===== src/rtl/wb2sdrc_pkg.sv =====
// Shared definitions for the single-clock Wishbone to SDRAM-controller burst bridge:
// cycle-type codes, the bridge FSM state type and a pointer-width helper.
package wb2sdrc_pkg;

  localparam logic [2:0] CTI_CLASSIC = 3'b000;
  localparam logic [2:0] CTI_INCR    = 3'b010;
  localparam logic [2:0] CTI_END     = 3'b111;

  typedef enum logic [2:0] {
    IDLE,
    WR_COLLECT,
    WR_REQ,
    WR_FLUSH,
    RD_REQ,
    RD_DATA,
    RD_DRAIN
  } state_t;

  // Number of address bits needed to index 'value' entries
  function automatic int clog2(input int value);
    int result;
    result = 0;
    while ((1 << result) < value) begin
      result = result + 1;
    end
    return result;
  endfunction

endpackage


===== src/rtl/wb2sdrc_burst_sync_fifo.sv =====
// Single-clock first-word-fall-through FIFO with registered full/empty flags.
// Push is ignored when full and pop is ignored when empty; a simultaneous
// push and pop leaves the fill level unchanged.
module sync_fifo
  import wb2sdrc_pkg::*;
#(
  parameter int WIDTH = 8,
  parameter int DEPTH = 8
) (
  input  logic             i_clk,
  input  logic             i_rst,
  input  logic             i_push,
  input  logic [WIDTH-1:0] i_data,
  input  logic             i_pop,
  output logic [WIDTH-1:0] o_data,
  output logic             o_full,
  output logic             o_empty
);

  localparam int PW = (DEPTH > 1) ? clog2(DEPTH) : 1;

  logic [WIDTH-1:0] r_mem [DEPTH];
  logic [PW-1:0]    r_wrPtr;
  logic [PW-1:0]    r_rdPtr;
  logic [PW:0]      r_count;
  logic             r_full;
  logic             r_empty;
  logic [PW:0]      w_countNext;
  logic             w_doPush;
  logic             w_doPop;

  assign w_doPush = i_push & ~r_full;
  assign w_doPop  = i_pop & ~r_empty;

  // Next fill level from the qualified push/pop pair
  always_comb begin
    w_countNext = r_count;
    case ({w_doPush, w_doPop})
      2'b10:   w_countNext = r_count + (PW+1)'(1);
      2'b01:   w_countNext = r_count - (PW+1)'(1);
      default: w_countNext = r_count;
    endcase
  end

  // Pointers, fill level and flags; flags are derived from the next level so they stay registered
  always_ff @(posedge i_clk or posedge i_rst) begin
    if (i_rst) begin
      r_wrPtr <= '0;
      r_rdPtr <= '0;
      r_count <= '0;
      r_full  <= 1'b0;
      r_empty <= 1'b1;
    end else begin
      if (w_doPush) begin
        r_wrPtr <= r_wrPtr + PW'(1);
      end
      if (w_doPop) begin
        r_rdPtr <= r_rdPtr + PW'(1);
      end
      r_count <= w_countNext;
      r_full  <= (w_countNext == (PW+1)'(DEPTH));
      r_empty <= (w_countNext == '0);
    end
  end

  // Storage array; contents need no reset because the flags gate every read
  always_ff @(posedge i_clk) begin
    if (w_doPush) begin
      r_mem[r_wrPtr] <= i_data;
    end
  end

  assign o_data  = r_mem[r_rdPtr];
  assign o_full  = r_full;
  assign o_empty = r_empty;

endmodule


===== src/rtl/wb2sdrc_burst.sv =====
// Single-clock Wishbone B3 slave to SDRAM-controller request/data bridge.
// Wishbone bursts are collected into one multi-word controller request when
// WB2SDRC_BURST_EN is defined; otherwise cycle type is ignored and every
// transfer is a single-beat request.
module wb2sdrc_burst
  import wb2sdrc_pkg::*;
#(
  parameter int DW        = 32,
  parameter int AW        = 26,
  parameter int LW        = 9,
  parameter int MAX_BURST = 8,
  parameter int WF_DEPTH  = 8,
  parameter int RF_DEPTH  = 8
) (
  input  logic            wb_clk_i,
  input  logic            wb_rst_i,
  input  logic            wb_stb_i,
  input  logic            wb_cyc_i,
  input  logic            wb_we_i,
  input  logic [AW-1:0]   wb_addr_i,
  input  logic [DW-1:0]   wb_dat_i,
  input  logic [DW/8-1:0] wb_sel_i,
  input  logic [2:0]      wb_cti_i,
  output logic [DW-1:0]   wb_dat_o,
  output logic            wb_ack_o,
  output logic            sdr_req,
  output logic [AW-1:0]   sdr_req_addr,
  output logic [LW-1:0]   sdr_req_len,
  output logic            sdr_req_wr_n,
  input  logic            sdr_req_ack,
  input  logic            sdr_wr_next,
  output logic [DW-1:0]   sdr_wr_data,
  output logic [DW/8-1:0] sdr_wr_en_n,
  input  logic            sdr_rd_valid,
  input  logic            sdr_last_rd,
  input  logic [DW-1:0]   sdr_rd_data
);

  localparam int SW  = DW / 8;
  localparam int WFW = DW + SW;
  localparam int RFW = DW + 1;
  localparam logic [LW-1:0] MaxLen = LW'(MAX_BURST);
  localparam logic [LW-1:0] OneLen = LW'(1);

  state_t          r_state;
  logic            r_req;
  logic [AW-1:0]   r_reqAddr;
  logic [LW-1:0]   r_reqLen;
  logic            r_reqWrN;
  logic [LW-1:0]   r_beatCnt;

  logic            w_wrStb;
  logic            w_rdStb;
  logic            w_incr;
  logic            w_end;
  logic            w_ack;
  logic [LW-1:0]   w_cntNext;

  logic            w_wPush;
  logic            w_wPop;
  logic            w_wFull;
  logic            w_wEmpty;
  logic [WFW-1:0]  w_wHead;

  logic            w_rPush;
  logic            w_rPop;
  logic            w_rFull;
  logic            w_rEmpty;
  logic [RFW-1:0]  w_rHead;
  logic            w_rHeadLast;

  assign w_wrStb   = wb_stb_i & wb_cyc_i & wb_we_i;
  assign w_rdStb   = wb_stb_i & wb_cyc_i & ~wb_we_i;
  assign w_cntNext = r_beatCnt + OneLen;

`ifdef WB2SDRC_BURST_EN
  assign w_incr = (wb_cti_i == CTI_INCR);
  assign w_end  = (wb_cti_i == CTI_END);
`else
  logic [2:0] w_unusedCti;
  assign w_unusedCti = wb_cti_i;
  assign w_incr      = 1'b0;
  assign w_end       = 1'b0;
`endif

  // Beat acknowledge is combinational so a buffered beat completes in the same cycle it is offered
  always_comb begin
    w_ack = 1'b0;
    case (r_state)
      WR_COLLECT: w_ack = w_wrStb & ~w_wFull;
      RD_DATA:    w_ack = w_rdStb & ~w_rEmpty;
      default:    w_ack = 1'b0;
    endcase
  end

  assign w_wPush     = (r_state == WR_COLLECT) & w_ack;
  assign w_wPop      = sdr_wr_next & ~w_wEmpty;
  assign w_rPush     = sdr_rd_valid & ~w_rFull;
  assign w_rPop      = ((r_state == RD_DATA) & w_ack) | ((r_state == RD_DRAIN) & ~w_rEmpty);
  assign w_rHeadLast = w_rHead[DW];

  // Bridge FSM; every controller request field is registered and held until accepted
  always_ff @(posedge wb_clk_i or posedge wb_rst_i) begin
    if (wb_rst_i) begin
      r_state   <= IDLE;
      r_req     <= 1'b0;
      r_reqAddr <= '0;
      r_reqLen  <= '0;
      r_reqWrN  <= 1'b1;
      r_beatCnt <= '0;
    end else begin
      case (r_state)
        IDLE: begin
          if (w_wrStb) begin
            r_reqAddr <= wb_addr_i;
            r_beatCnt <= '0;
            r_state   <= WR_COLLECT;
          end else if (w_rdStb) begin
            r_reqAddr <= wb_addr_i;
            r_reqLen  <= w_incr ? MaxLen : OneLen;
            r_reqWrN  <= 1'b1;
            r_req     <= 1'b1;
            r_state   <= RD_REQ;
          end
        end
        WR_COLLECT: begin
          if (w_ack) begin
            r_beatCnt <= w_cntNext;
            if (!w_incr || (w_cntNext == MaxLen)) begin
              r_reqLen <= w_cntNext;
              r_reqWrN <= 1'b0;
              r_req    <= 1'b1;
              r_state  <= WR_REQ;
            end
          end else if (!wb_cyc_i) begin
            if (r_beatCnt != '0) begin
              r_reqLen <= r_beatCnt;
              r_reqWrN <= 1'b0;
              r_req    <= 1'b1;
              r_state  <= WR_REQ;
            end else begin
              r_state  <= IDLE;
            end
          end
        end
        WR_REQ: begin
          if (sdr_req_ack) begin
            r_req   <= 1'b0;
            r_state <= WR_FLUSH;
          end
        end
        WR_FLUSH: begin
          if (w_wEmpty) begin
            r_state <= IDLE;
          end
        end
        RD_REQ: begin
          if (sdr_req_ack) begin
            r_req   <= 1'b0;
            r_state <= RD_DATA;
          end
        end
        RD_DATA: begin
          if (w_ack) begin
            if (w_rHeadLast) begin
              r_state <= IDLE;
            end else if (w_end) begin
              r_state <= RD_DRAIN;
            end
          end else if (!wb_cyc_i) begin
            r_state <= RD_DRAIN;
          end
        end
        RD_DRAIN: begin
          if (!w_rEmpty && w_rHeadLast) begin
            r_state <= IDLE;
          end
        end
        default: begin
          r_state <= IDLE;
        end
      endcase
    end
  end

  sync_fifo #(
    .WIDTH (WFW),
    .DEPTH (WF_DEPTH)
  ) u_wrFifo (
    .i_clk   (wb_clk_i),
    .i_rst   (wb_rst_i),
    .i_push  (w_wPush),
    .i_data  ({~wb_sel_i, wb_dat_i}),
    .i_pop   (w_wPop),
    .o_data  (w_wHead),
    .o_full  (w_wFull),
    .o_empty (w_wEmpty)
  );

  sync_fifo #(
    .WIDTH (RFW),
    .DEPTH (RF_DEPTH)
  ) u_rdFifo (
    .i_clk   (wb_clk_i),
    .i_rst   (wb_rst_i),
    .i_push  (w_rPush),
    .i_data  ({sdr_last_rd, sdr_rd_data}),
    .i_pop   (w_rPop),
    .o_data  (w_rHead),
    .o_full  (w_rFull),
    .o_empty (w_rEmpty)
  );

  assign wb_ack_o     = w_ack;
  assign wb_dat_o     = w_rHead[DW-1:0];
  assign sdr_req      = r_req;
  assign sdr_req_addr = r_reqAddr;
  assign sdr_req_len  = r_reqLen;
  assign sdr_req_wr_n = r_reqWrN;
  assign sdr_wr_data  = w_wHead[DW-1:0];
  assign sdr_wr_en_n  = w_wHead[WFW-1:DW];

endmodule


===== config.mk =====
export PLATFORM = sky130hd
export DESIGN_NAME = wb2sdrc_burst
export DESIGN_NICKNAME = d
export VERILOG_FILES = /design/src/rtl/wb2sdrc_pkg.sv /design/src/rtl/wb2sdrc_burst_sync_fifo.sv /design/src/rtl/wb2sdrc_burst.sv
export SDC_FILE = /design/constraint.sdc
export NUM_CORES = 1
export LEC_CHECK = 0
export BUFFER_PORTS_ARGS = -buffer_cell sky130_fd_sc_hd__buf_2
export CORE_ASPECT_RATIO = 0.8
export CORE_MARGIN = 3
export CORE_UTILIZATION = 60
export CTS_BUF_LIST = sky130_fd_sc_hd__clkbuf_4
export CTS_CLUSTER_SIZE = 12
export DETAILED_ROUTE_END_ITERATION = 16
export PLACE_DENSITY = 0.8
export SLEW_MARGIN = 20
export SYNTH_ARGS = -nofsm -noshare
export SYNTH_HDL_FRONTEND = slang
export SYNTH_HIERARCHICAL = 1
export SYNTH_SLANG_ARGS = --single-unit

===== constraint.sdc =====
create_clock -name wb_clk_i -period 6.1 [get_ports wb_clk_i]
set_input_delay 1.22 -clock wb_clk_i [delete_from_list [all_inputs] [get_ports wb_clk_i]]
set_output_delay 1.22 -clock wb_clk_i [all_outputs]
set_load 0.02 [all_outputs]

==> flow_summary.json, run 1 <==
{
  "hpwl_um": 28900,
  "drive_above_1_share_pct": 44.5,
  "cts_tree": "built",
  "crit_path_max_fanout": 44,
  "r2r_slack_ns": 2.31,
  "reg2reg_to": "u_wrFifo/r_mem[2][28]",
  "synth-adder-area-share_pct": 0.505,
  "core_area_um2": 40100,
  "dp_slack_ns": 1.66,
  "fin_tns_setup_ns": 0,
  "grt_max_degree": 50,
  "cts-buffers-inserted": 149,
  "cp_slowest_cell": "dfrtp_4",
  "power_per_cell_area_nw_per_um2": 461,
  "finalPower_mw": 13.1,
  "cts_sinks": 625,
  "finalCritPeriodShare_pct": 75.9,
  "postCtsResizedCells": 0,
  "status": "finished clean",
  "die_h_um": 188,
  "dieArea_um2": 43800,
  "setup_slack_ns": 1.47,
  "hold_buffers": 0,
  "cts_max_path_buffers": 3,
  "clockPowerShare_pct": 25.9,
  "cp_data_arrival_time_ns": 3.41,
  "slew_violations": 0,
  "synth-async-reset-ratio_pct": 11.7,
  "ff2ff_path_depth": 7,
  "synth-warning-count": 6,
  "multiInputGateArea_um2": 6040,
  "fmax_mhz": 216,
  "row_count": 65,
  "place_area_um2": 26500,
  "finalNetCount": 1622,
  "drt_iter0_drc": 904,
  "initial_core_util_pct": 61.8,
  "syn_area_um2": 24800,
  "maxCapViolCount": 0,
  "synth_mux_area_share_pct": 18.1,
  "cp-end-kind": "output pin",
  "globalplace.congestion": 0.837,
  "rsz0062_at_grt": "false",
  "synth_compound_area_share_pct": 1.71,
  "critPathLaunchType": "register",
  "finClkSkew_ns": 0.0511,
  "holdWs_ns": 0.395,
  "cts_root_buf": "clkbuf_4",
  "die_x_um": 233,
  "regArea_um2": 18400,
  "p_comb_share_pct": 30.3,
  "ant_nets": 0,
  "worst_slew_pin_slew_ns": 1.13,
  "clock_latency_ns": 0.87,
  "drc_errors": 0,
  "clk_pin_slew_ns": 0.07,
  "critPathKind": "register to output pin",
  "synth_cells": 1176,
  "yosys_most_used_dff": "edfxtp_1",
  "io_pins": 212,
  "fin_area_um2": 28400,
  "grt_usage_pct": 23.1,
  "slowest_delay_ns": 0.98,
  "synth_edf_count": 552,
  "syn-num-nets": 1292,
  "setup_violations": 0,
  "synth_seq_area_share_pct": 74.3,
  "synth_xor_area_share_pct": 0.531,
  "ys_seq_elements": 625,
  "first_global_vias": 13500,
  "p_leak_nw": 10.1,
  "area_growth_pct": 14.9,
  "relSlewSlack_pct": 24.5,
  "p_int_mw": 8.94,
  "yosys.cell_types.count": 73,
  "swShare_pct": 31.8,
  "portBuffers": 208,
  "worstHoldPathType": "input port to asynchronous set/reset pin",
  "synth_top_family_by_area": "multiplexers",
  "grt_first_pass_wirelength_um": 76100,
  "vias_per_cell": 5.79,
  "grt_overflow": 0,
  "post_cts_buffers": 0,
  "p_sw_mw": 4.17,
  "cts_max_level": 4,
  "routed_wirelength_um": 48300,
  "fin_crit_ns": 4.63,
  "drtPass1Iterations": 5,
  "fillers": 2450,
  "path_cells": "buf_4 > mux4_2 > mux2_2 > buf_2",
  "seq_power_share_pct": 43.7,
  "cp.required_ns": 4.88,
  "wl_per_cell_um": 22.3,
  "vdd_drop_max_mv": 0.258,
  "avgSynthCellArea_um2": 21.1,
  "antenna_found_initial": 7,
  "critical_path.reg2reg.startpoint": "r_state[0]",
  "vias": 12500,
  "finalHoldViolCount": 0,
  "synthSimpleGateAreaFrac_pct": 3.13
}
critical path, delay by kind of cell, from the launching register on:
family / cells / cell delay [ns]
mux: 2 / 0.87
buf+inv: 2 / 0.62
flops: 1 / 0.98
flip-flops by register name (all words and copies together) (netlist names), 3 cells and up:
register	count
u_wrFifo/r_mem	288
r_state	3
u_rdFifo/r_rdPtr	3
sdr_req_len	9
sdr_req_addr	26
u_wrFifo/r_wrPtr	3
u_rdFifo/r_wrPtr	3
u_rdFifo/r_mem	264
u_wrFifo/r_rdPtr	3
u_wrFifo/r_count	4
u_rdFifo/r_count	4
r_beatCnt	9
worst max-delay path by stage:
stage / slack [ns] / from / endpoint / cells after the start
3_5_place_dp: 1.66 / wb_cyc_i / u_wrFifo/r_mem[6][15] / 8
2_1_floorplan: 0.55 / wb_cyc_i / u_wrFifo/r_mem[0][0] / 9
6_report: 1.47 / u_wrFifo/r_rdPtr[0] / sdr_wr_data[30] / 4
3_3_place_gp: 1.75 / wb_cyc_i / u_wrFifo/r_mem[2][22] / 8
4_1_cts: 1.30 / u_wrFifo/r_rdPtr[0] / sdr_wr_data[30] / 4
5_1_grt: 1.15 / u_wrFifo/r_rdPtr[0] / sdr_wr_data[30] / 4
stage by stage:
step           std cells  utilization (%)
6_report            2163             70.9
2_1_floorplan       1176                -
3_3_place_gp        1891             66.0
3_5_place_dp        1891             66.0
4_1_cts             2157             70.9
5_1_grt             2162             70.9
cells in the final DEF, fill, tap and decap left out, types with 4 or more instances in the layout:
cell type	n
edfxtp_1	552
clkbuf_4	225
buf_2	208
mux4_2	127
dfrtp_1	64
mux2_2	53
nand2_1	39
mux2_1	28
buf_4	26
clkinv_1	25
mux2_4	24
inv_1	19
o21ai_0	13
xnor2_1	13
nor2_4	12
mux4_1	11
a21oi_1	10
ha_1	10
nor3_1	9
inv_2	9
nor2_1	9
nand3_1	8
nand2b_1	8
diode_2	6
nor2b_1	6
nand4_1	5
o21ai_1	5
or3_1	5
clkinv_2	5
mux2i_1	5
nor3b_1	5
and3_1	4
o31ai_1	4
nor3_2	4
dfrtp_2	4
kinds of logic after synthesis:
kind of cell,count (synthesis)
muxes,248
adders and majority gates,10
DFF,625
AOI/OAI and AO/OA,59
xor gates and xnor gates,15
buffers and inverters,81
and+or+nand+nor,138
layout make-up:
class,instances,area share [%]
Clock inverter,41,0.915
Antenna cell,6,0.0528
Timing Repair Buffer,235,4.42
Inverter,25,0.334
Sequential cell,625,64.8
Clock buffer,225,5.94
Multi-Input combinational cell,470,21.2
Tap cell,536,2.36
layer usage:
metal / wire length, um / vias to the layer above / global-route usage [%]
met1: 20100 / 6445 / 31.9
li1: - / 5598 / -
met4: 883 / 8 / 6.87
met3: 3240 / 80 / 7.26
met5: 42 / - / 0
met2: 24000 / 398 / 36.1
power by group through the flow:
stage                     Combinational (mW)  Sequential [mW]  Clock (mW)
after detailed placement                4.02             5.84           0
after floorplan                         3.12             5.58           0
after CTS                               4.04             5.75        3.51
after global placement                  3.94             5.80           0
final                                   3.98             5.73        3.40
after global routing                    4.27             5.82        3.75
Yosys cell counts, drive strengths merged, types with 2 or more instances:
cell     count  area [um2]
and4b        3        30.0
inv         25        93.8
buf         32         236
a2111oi      2        23.8
o21ai       18        90.1
nand2b       9        63.8
mux2       105        1270
nor3b        6        50.1
dfstp        3        78.8
mux4       138        3150
nand2       39         146
mux2i        5        50.1
o31ai        4        30.0
and3b        3        26.3
nor4b        2        17.5
o22a         2        17.5
nand4        5        31.3
nor2b        8        60.1
or3          6        42.5
a31o         2        17.5
nand3b       3        22.5
nor2        22        85.1
edfxtp     552       16600
o41ai        2        17.5
nand3        8        40.0
xor2         2        17.5
nor3        13        65.1
dfrtp       70        1750
a21oi       10        50.1
clkbuf      24        97.6
a31oi        3        18.8
ha          10         125
xnor2       13         114
and3         4        25.0
o22ai        2        26.3
nand4b       2        23.8
(Power assumes the default switching activity.)
==> run 2: changes to the inputs <==
==> constraint.sdc (replaced) <==
create_clock -name wb_clk_i -period 4.82 [get_ports wb_clk_i]
set_input_delay 0.964 -clock wb_clk_i [delete_from_list [all_inputs] [get_ports wb_clk_i]]
set_output_delay 0.964 -clock wb_clk_i [all_outputs]
set_load 0.02 [all_outputs]
==> run 2 against run 1 <==
Against the previous run:
- via count down 0.31%
- register-to-register slack worse by 1.2 ns
- hold slack worse by 0.25 ns
- non-clock buffer count down 2
- count of clock-buffer cells in the layout down 5
- critical path depth unchanged
- largest cell class unchanged
==> flow_summary.json, run 2 (synthesized netlist as in run 1, its figures left out) <==
{
  "status": "finished clean",
  "grt_overflow": 0,
  "dp_slack_ns": 0.903,
  "vdd_drop_max_mv": 0.343,
  "postCtsResizedCells": 0,
  "power_per_cell_area_nw_per_um2": 578,
  "grt_usage_pct": 22.8,
  "finalNetCount": 1619,
  "drc_errors": 0,
  "globalplace.congestion": 0.820,
  "drt_iter0_drc": 822,
  "fin_tns_setup_ns": 0,
  "grt_max_degree": 60,
  "slowest_delay_ns": 0.83,
  "ant_nets": 0,
  "ff2ff_path_depth": 13,
  "finalCritPeriodShare_pct": 84.5,
  "cts_tree": "built",
  "cp-end-kind": "output pin",
  "setup_violations": 0,
  "drive_above_1_share_pct": 44.3,
  "finClkSkew_ns": 0.0495,
  "die_x_um": 233,
  "maxCapViolCount": 0,
  "row_count": 65,
  "cp.depth": 4,
  "dieArea_um2": 43800,
  "clk_pin_slew_ns": 0.07,
  "path_cells": "buf_4 > mux4_1 > mux2_4 > buf_2",
  "drtPass1Iterations": 5,
  "hpwl_um": 27700,
  "hold_buffers": 0,
  "largest_reg_flops": 288,
  "finalHoldViolCount": 0,
  "worstHoldPathType": "input port to asynchronous set/reset pin",
  "slew_violations": 0,
  "cp_slowest_cell": "dfrtp_4",
  "final_common_cell": "edfxtp_1",
  "fmax_mhz": 246,
  "cp_data_arrival_time_ns": 3.11,
  "cts_max_level": 4,
  "relSlewSlack_pct": 42.2,
  "fillers": 2395,
  "wl_per_cell_um": 22.4,
  "core_area_um2": 40100,
  "regMostFlops": "u_wrFifo/r_mem",
  "portBuffers": 208,
  "die_h_um": 188,
  "worst_slew_pin_slew_ns": 0.864,
  "routed_wirelength_um": 48000,
  "grt_first_pass_wirelength_um": 75200,
  "path_buf_inv": 2,
  "vias": 12500,
  "vias_per_cell": 5.83,
  "rsz0062_at_grt": "false",
  "area_growth_pct": 14.2,
  "critPathKind": "register to output pin",
  "antenna_found_initial": 5,
  "cts_sinks": 625,
  "cp.required_ns": 3.86,
  "initial_core_util_pct": 61.8,
  "crit_path_max_fanout": 30,
  "path_delay_family": "multiplexers",
  "p_leak_nw": 10.0,
  "first_global_vias": 13200,
  "critPathLaunchType": "register",
  "fin_crit_ns": 4.07,
  "setup_slack_ns": 0.747,
  "cts-buffers-inserted": 148,
  "clock_latency_ns": 0.88,
  "final_cell_mix": "edfxtp_1, clkbuf_4, buf_2, mux4_2, dfrtp_1",
  "post_cts_buffers": 0,
  "cts_root_buf": "clkbuf_4",
  "cts_max_path_buffers": 3,
  "io_pins": 212
}
==> run 2: cell count changes in the layout (fill, tap and decap cells not counted), sizes merged <==
cell,previous run,this run
clkinv,32,23
clkbuf,225,220
bufinv,3,0
buf,235,233
diode,6,4
inv,29,28
==> run 2: routing by layer <==
| metal | GRT usage (%) | wire (um) |
|---|---|---|
| met1 | 31.1 | 20000 |
| met2 | 36.1 | 24100 |
| met3 | 6.77 | 3030 |
| met4 | 7.08 | 860 |
| met5 | 0 | 14 |
==> run 2: final cells by class <==
type / count / area, um2 / share of cell area [%]
sequential: 625 / 18400 / 65.1
multi-input combinational: 470 / 6050 / 21.4
clock buffer: 220 / 1650 / 5.84
timing repair buffer: 233 / 1270 / 4.48
tap: 536 / 671 / 2.37
clock inverter: 28 / 123 / 0.434
inverter: 25 / 95.1 / 0.336
antenna: 4 / 10.0 / 0.0354
==> run 2: worst register-to-register path, delay by kind of cell, from the launching register on <==
| kind | cells | cell delay (ns) |
|---|---|---|
| xor+xnor | 1 | 0.12 |
| flops | 1 | 0.65 |
| simple gates | 6 | 1.67 |
| compound gates | 3 | 0.71 |
| fa+ha+maj | 1 | 0.17 |
| buf+inv | 2 | 0.29 |
==> run 2: stage by stage <==
stage               instances  utilization, %  instance area, um2  hold slack (ns)  power (mW)
finish                   2141            70.5               28300            0.144        16.3
detailed placement       1889            66.1               26500            0.472        12.5
CTS                      2137            70.5               28300           0.0820        16.5
global route             2140            70.5               28300           0.0988        17.2
global placement         1889            66.1               26500            0.466        12.3
floorplan                1176               -               24800            0.446        11.0
==> run 2: worst paths after layout <==
path	startpoint	end	slack, ns
worst max-delay path	u_rdFifo/r_rdPtr[0]	wb_dat_o[1]	0.75
worst min-delay path	wb_rst_i	u_wrFifo/r_wrPtr[0]	0.14
worst max register to register	r_state[0]	u_wrFifo/o_full	1.16
worst min register to register	u_wrFifo/r_count[3]	u_wrFifo/r_count[3]	0.48
max in group asynchronous	wb_rst_i	r_state[0]	4.02
min in group wb_clk_i	wb_addr_i[13]	sdr_req_addr[13]	0.33
==> run 2: power by group <==
group / total (mW) / switching (mW) / internal [mW]
logic: 5.17 / 2.71 / 2.47
registers: 7.15 / 0.579 / 6.57
clock network: 4.02 / 1.94 / 2.07
